--- src/rtl/gpu_fp_pkg.sv ---
// rtl/gpu_fp_pkg.sv - FP16 constants and request record shared by the fp2int arbiter slice
package gpu_fp_pkg;

    localparam int FP2INT_NREQ = 4;
    localparam int FP2INT_ID_W = $clog2(FP2INT_NREQ);

    localparam int          FP16_EXP_BIAS   = 15;
    localparam logic [4:0]  FP16_EXP_INFNAN = 5'd31;
    localparam logic [15:0] FP2INT_SAT      = 16'hFFFF;

    typedef struct packed {
        logic [15:0]            fp;
        logic [FP2INT_ID_W-1:0] id;
    } fp2int_req_t;

endpackage

--- src/rtl/fp2int_conv.sv ---
// rtl/fp2int_conv.sv - bare FP16 -> uint16 magnitude converter (shift-ROM scale times significand)
module fp2int_conv
    import gpu_fp_pkg::*;
(
    input  logic [15:0] i_fp,
    output logic [15:0] o_int
);

    logic [4:0]  w_exp;
    logic [10:0] w_sig;
    logic [15:0] w_scale;
    logic [26:0] w_prod;

    assign w_exp = i_fp[14:10];
    assign w_sig = {|w_exp, i_fp[9:0]};

    // Scale is 2^(e-bias) for e >= bias, zero below; result keeps product bits [25:10].
    assign w_scale = (w_exp >= 5'(FP16_EXP_BIAS)) ? (16'd1 << (w_exp - 5'(FP16_EXP_BIAS))) : 16'd0;
    assign w_prod  = {16'd0, w_sig} * {11'd0, w_scale};
    assign o_int   = w_prod[25:10];

endmodule

--- src/rtl/fp2int_rr_arbiter.sv ---
// rtl/fp2int_rr_arbiter.sv - rotating-priority grant with pointer advance on accept
module fp2int_rr_arbiter #(
    parameter int NREQ = 4,
    parameter int ID_W = $clog2(NREQ)
) (
    input  logic            clk,
    input  logic            rst_n,
    input  logic [NREQ-1:0] i_req_valid,
    input  logic            i_can_accept,
    output logic [NREQ-1:0] o_req_ready,
    output logic [ID_W-1:0] o_gnt_id,
    output logic            o_accept
);

    logic [ID_W-1:0] r_ptr;
    logic            w_hit;
    logic [ID_W-1:0] w_gnt;
    int              w_idx;

    always_comb begin
        w_hit = 1'b0;
        w_gnt = '0;
        w_idx = 0;
        for (int k = 0; k < NREQ; k++) begin
            w_idx = int'(r_ptr) + k;
            if (w_idx >= NREQ) begin
                w_idx = w_idx - NREQ;
            end
            if (!w_hit && i_req_valid[w_idx]) begin
                w_hit = 1'b1;
                w_gnt = ID_W'(w_idx);
            end
        end
    end

    assign o_req_ready = (w_hit && i_can_accept) ? (NREQ'(1) << w_gnt) : '0;
    assign o_accept    = |o_req_ready;
    assign o_gnt_id    = w_gnt;

    always_ff @(posedge clk) begin
        if (!rst_n) begin
            r_ptr <= '0;
        end else if (o_accept) begin
            r_ptr <= (w_gnt == ID_W'(NREQ - 1)) ? '0 : w_gnt + 1'b1;
        end
    end

endmodule

--- src/rtl/fp2int_share_arbiter.sv ---
// rtl/fp2int_share_arbiter.sv - round-robin share of one FP16->uint16 converter, 2-stage pipe
module fp2int_share_arbiter
    import gpu_fp_pkg::*;
#(
    parameter int NREQ = FP2INT_NREQ,
    localparam int ID_W = $clog2(NREQ)
) (
    input  logic             clk,
    input  logic             rst_n,
    input  logic [NREQ-1:0]  req_valid,
    output logic [NREQ-1:0]  req_ready,
    input  logic [NREQ*16-1:0] req_fp,
    output logic             rsp_valid,
    input  logic             rsp_ready,
    output logic [ID_W-1:0]  rsp_id,
    output logic [15:0]      rsp_int,
    output logic             rsp_neg,
    output logic             rsp_inf_nan,
    output logic             busy
);

    fp2int_req_t     r_s1;
    logic            r_s1_v;
    logic            r_s2_v;
    logic [ID_W-1:0] r_rsp_id;
    logic [15:0]     r_rsp_int;
    logic            r_rsp_neg;
    logic            r_rsp_inf_nan;

    logic            w_stall;
    logic            w_pipe_open;
    logic            w_accept;
    logic [ID_W-1:0] w_gnt;
    logic [15:0]     w_sel_fp;
    logic [15:0]     w_conv_int;
    logic            w_s1_inf_nan;

    assign w_stall     = r_s2_v && !rsp_ready;
    assign w_pipe_open = !r_s1_v || !w_stall;

    // Grants are suppressed while reset is held so no handshake is seen during reset.
    fp2int_rr_arbiter #(
        .NREQ (NREQ),
        .ID_W (ID_W)
    ) u_arb (
        .clk          (clk),
        .rst_n        (rst_n),
        .i_req_valid  (req_valid),
        .i_can_accept (rst_n && w_pipe_open),
        .o_req_ready  (req_ready),
        .o_gnt_id     (w_gnt),
        .o_accept     (w_accept)
    );

    assign w_sel_fp = req_fp[{w_gnt, 4'b0000} +: 16];

    fp2int_conv u_conv (
        .i_fp  (r_s1.fp),
        .o_int (w_conv_int)
    );

    assign w_s1_inf_nan = (r_s1.fp[14:10] == FP16_EXP_INFNAN);

    always_ff @(posedge clk) begin
        if (!rst_n) begin
            r_s1          <= '0;
            r_s1_v        <= 1'b0;
            r_s2_v        <= 1'b0;
            r_rsp_id      <= '0;
            r_rsp_int     <= '0;
            r_rsp_neg     <= 1'b0;
            r_rsp_inf_nan <= 1'b0;
        end else begin
            if (w_pipe_open) begin
                r_s1_v <= w_accept;
                if (w_accept) begin
                    r_s1.fp <= w_sel_fp;
                    r_s1.id <= w_gnt;
                end
            end
            // S2 only reloads with real data so response fields stay quiet between results.
            if (!w_stall) begin
                r_s2_v <= r_s1_v;
                if (r_s1_v) begin
                    r_rsp_id      <= r_s1.id;
                    r_rsp_int     <= w_s1_inf_nan ? FP2INT_SAT : w_conv_int;
                    r_rsp_neg     <= r_s1.fp[15];
                    r_rsp_inf_nan <= w_s1_inf_nan;
                end
            end
        end
    end

    assign rsp_valid   = r_s2_v;
    assign rsp_id      = r_rsp_id;
    assign rsp_int     = r_rsp_int;
    assign rsp_neg     = r_rsp_neg;
    assign rsp_inf_nan = r_rsp_inf_nan;
    assign busy        = r_s1_v | r_s2_v;

endmodule

--- config.mk ---
export PLATFORM = sky130hd
export DESIGN_NAME = fp2int_share_arbiter
export DESIGN_NICKNAME = d
export VERILOG_FILES = /design/src/rtl/gpu_fp_pkg.sv /design/src/rtl/fp2int_conv.sv /design/src/rtl/fp2int_rr_arbiter.sv /design/src/rtl/fp2int_share_arbiter.sv
export SDC_FILE = /design/constraint.sdc
export NUM_CORES = 1
export LEC_CHECK = 0
export BUFFER_PORTS_ARGS = -buffer_cell sky130_fd_sc_hd__buf_2
export CORE_ASPECT_RATIO = 2
export CORE_MARGIN = 8
export CORE_UTILIZATION = 52
export CTS_CLUSTER_SIZE = 16
export DETAILED_ROUTE_END_ITERATION = 12
export GPL_TIMING_DRIVEN = 0
export PLACE_DENSITY = 0.73
export SETUP_SLACK_MARGIN = 0.4
export SLEW_MARGIN = 20
export SYNTH_ARGS = -nofsm -noshare
export SYNTH_HDL_FRONTEND = slang
export SYNTH_HIERARCHICAL = 1
export SYNTH_SLANG_ARGS = --single-unit
--- constraint.sdc ---
create_clock -name clk -period 16.4 [get_ports clk]
set_clock_uncertainty 0.1 [all_clocks]
set_input_delay 0.82 -clock clk [delete_from_list [all_inputs] [get_ports clk]]
set_output_delay 0.82 -clock clk [all_outputs]
set_load 0.03 [all_outputs]
==> summary.txt <==
Run
  • Max-cap viol count: 0

Setup path
  • Type of the worst setup path: register to register
  • CP max stage delay: around 0.58 ns
  • CP Buf/Inv Count: 6
  • Worst R2R Setup Slack: 8.59 ns
  • CP delay by family, top: adder cells
  • Reg2reg end: rsp_int[14]$_SDFFE_PN0P_
  • CP most frequent cell: fa_1
  • Setup crit start kind: register
  • R2R Path Start: r_s1[12]$_SDFFE_PN0P_
  • R2R depth: 25
  • Critical Path Slowest Stage Cell: dfxtp_1
  • Critical Path End Type: register
  • Critical Path AT: slightly below 8 ns
  • CP Data Required Time: 16.47 ns
  • Max FO, Critical Path: 10

Die
  • Boundary Pins: 97
  • Num rows: 63
  • Core area: 0.01466 mm^2
  • Die Y-Extent: 188.1 um
  • Starting density of the core: 0.5250
  • Die W: 102.0 um
  • Total die area: 0.01919 mm^2

Synth
  • EDFF count, synth: 0
  • Synth warn: 6
  • Distinct cells, synth: 63
  • Commonest register cell after synthesis: dfxtp_1
  • Synth Area in Compound Gates: 0.1263
  • Cell taking the most area after synthesis: fa_1
  • Syn Std Cell Area: about 0.0077 mm^2
  • Top cell type's share of synthesized area: 0.3199
  • Post-synthesis mux area share: 0.05462
  • Largest cells by area after synthesis: fa_1 (32%), dfxtp_1 (11%), ha_1 (10%)
  • Largest family of logic cells by synthesized area: adder cells
  • Simple-gate portion of the synthesized area: 0.1534
  • Async set-reset flop share out of synthesis: 0
  • Most frequent cell after synthesis: inv_1
  • Synth Area in Adders: 0.4239
  • Post-Synth XOR/XNOR Area: 0.02227
  • Top cells by count, synth: inv_1 (173), fa_1 (123), nand2_1 (106)
  • Post-Syn Instances: 843
  • Syn_nets: 1101
  • Syn avg cell area: 9.131 um^2
  • Yosys reg bits: 42
  • Register area share after synthesis: 0.1092

Clocking
  • Clock tree sinks: 42
  • Reg clk slew, reported paths: 0.07 ns
  • CTS Buf Count: 5
  • Resize count post-CTS: 0
  • CTS tree: done
  • Post CTS Setup Buffer Count: 0
  • Worst skew pair latency: 0.28 ns
  • H-Tree Depth: 2
  • Hold buffer count at cts: 0
  • Root buf cell: clkbuf_16
  • Maximum clock path buffer count: 2

Global routing
  • Initial antenna violation count: 0
  • Global-route wire length before repair: about 33 mm
  • Vias in the first global route: 6739
  • All-layer global routing usage: 0.2137
  • Remaining Overflow, GRT: 0
  • Largest net degree at the start of global routing: 15

Power
  • Total Power: ~0.35 mW
  • Pwr per Cell Area: 40.75 mW/mm^2
  • Peak supply drop: ~44 uV
  • LEAKAGE: 4.485 nW

Hold path
  • Min-Delay Endpoint: rsp_id[1]$_SDFFE_PN0P_
  • Hold Path Class: register to register
  • Worst Hold Depth: 2
  • Min-delay src: r_s1[1]$_SDFFE_PN0P_

Drt
  • Initial drt markers: 427
  • Drc violations: 0
  • Met2 WL: slightly below 10 mm
  • ANT nets after route: 0
  • Detailed Routing Iterations Pass 1: 5
  • Vias: 6308
  • Wirelength per Cell: between 15 and 20 um
  • Final wirelength: 19.56 mm
  • Via density: 5.524
  • WL met3: 922 um
  • Top Layer Used: met4
  • Met1 Wirelength: between 7 and 8 mm

Placement
  • Port Buffers: 96
  • Placed inst area: 0.008427 mm^2
  • Final GP Congestion: 0.9109
  • Post-DP HPWL: 16.49 mm

STA
  • Max Freq: roughly 130 MHz
  • Slew HR: 0.4993
  • Hold Vio Cnt, Final: 0
  • Setup TNS: 0 ns
  • Fin crit period: 7.812 ns
  • RSZ-0062 raised after global routing: no
  • Slew @ Worst Pin: 0.7470 ns
  • Final period utilization: 0.4764
  • Setup violators final: 0
  • Slew Limit Fails: 0

Layout
  • Fillcell total: 1348
  • # diodes: 0
  • Core Util, Final: 0.5847
  • Final net count: between 1000 and 1500
  • Design Area, Final: 0.008573 mm^2
  • P&R area growth vs syn: 11.38%
  • Ratio of cells with drive above 1 in the final layout: 0.1415

Outcome
  • Status: complete, no violations
==> layer usage <==
metal / up-vias / GRT usage
met5: - / 0
met4: 0 / 0.1150
met3: 53 / 0.02043
met2: 231 / 0.3563
met1: 3120 / 0.2608
li1: 2904 / -
==> flip-flops by register name, summed over array words and instances, names as in the netlist <==
| register | cells |
|---|---|
| rsp_valid | 1 |
| rsp_int | 16 |
| u_arb/r_ptr | 2 |
| r_s1 | 18 |
| r_s1_v | 1 |
| rsp_neg | 1 |
| rsp_inf_nan | 1 |
| rsp_id | 2 |
==> worst reg2reg max path: stages, from the launching register on <==
cell and delay (ns):
dfxtp_1 0.58, nand2_1 0.24, nor2_1 0.15, ha_1 0.25
o21bai_1 0.24, nor4_1 0.39, clkbuf_1 0.52, and2_1 0.25
fa_1 0.45, inv_1 0.09, fa_1 0.43, fa_1 0.55
inv_1 0.06, fa_1 0.54, inv_1 0.07, fa_1 0.56
inv_1 0.05, ha_1 0.28, clkbuf_1 0.19, a21o_1 0.22
a21oi_1 0.25, o2bb2ai_1 0.10, a311oi_1 0.50, o21ai_1 0.13
xor2_1 0.17, o311a_1 0.35
==> worst max path at each step <==
stage	startpoint	endpoint	depth (start not counted)
2_1_floorplan	r_s1[14]$_SDFFE_PN0P_	rsp_int[14]$_SDFFE_PN0P_	26
3_3_place_gp	r_s1[12]$_SDFFE_PN0P_	rsp_int[14]$_SDFFE_PN0P_	26
3_5_place_dp	r_s1[12]$_SDFFE_PN0P_	rsp_int[14]$_SDFFE_PN0P_	25
4_1_cts	r_s1[12]$_SDFFE_PN0P_	rsp_int[14]$_SDFFE_PN0P_	25
5_1_grt	r_s1[12]$_SDFFE_PN0P_	rsp_int[14]$_SDFFE_PN0P_	25
6_report	r_s1[12]$_SDFFE_PN0P_	rsp_int[14]$_SDFFE_PN0P_	25
==> final cells by class <==
class,instances,area [um^2],share of cell area
multi-input combinational,585,6013,0.7014
sequential,42,840.8,0.09807
inverter,174,653.1,0.07618
timing repair buffer,96,480.5,0.05604
tap,195,244.0,0.02846
buffer,42,195.2,0.02277
clock buffer,5,125.1,0.01459
clock inverter,3,21.27,0.002481
==> layout by cell type (no fill, tap or decap), types with 4 or more instances in the layout <==
master / n
a22o_1: 16
o311a_1: 16
nor2_1: 21
fa_1: 123
o21ai_0: 11
inv_1: 173
xnor2_1: 10
xor2_1: 7
nand3_1: 8
nor3_1: 5
a21oi_1: 22
dfxtp_1: 42
nand2_1: 106
ha_1: 64
a21o_1: 22
clkbuf_16: 5
nand2b_1: 4
and3_1: 6
buf_2: 105
clkbuf_1: 28
mux4_1: 16
a31oi_1: 5
and2_1: 71
==> where the power goes <==
group / total [mW] / switching, mW / leakage (nW) / internal, mW
clock network: 0.0958 / 0.0395 / 0.0698 / 0.0563
logic: 0.116 / 0.0656 / 4.07 / 0.0508
registers: 0.137 / 0.0220 / 0.344 / 0.115
==> kinds of logic (layout without fill, tap and decap cells) <==
family | Yosys count | count (layout)
AOI/OAI and AO/OA | 126 | 126
xor gates and xnor gates | 18 | 18
adders and majority gates | 187 | 187
buffers and inverters | 216 | 320
DFF | 42 | 42
muxes | 16 | 16
and+or+nand+nor | 238 | 238
==> stage by stage <==
step	hold slack, ns	setup WS [ns]	std cells
3_5_place_dp	0.3591	8.698	1134
3_3_place_gp	0.3559	8.827	1134
4_1_cts	0.3693	8.664	1142
2_1_floorplan	0.3399	9.684	843
5_1_grt	0.4010	8.295	1142
6_report	0.3747	8.588	1142
Power figures use the tool's default switching activity.
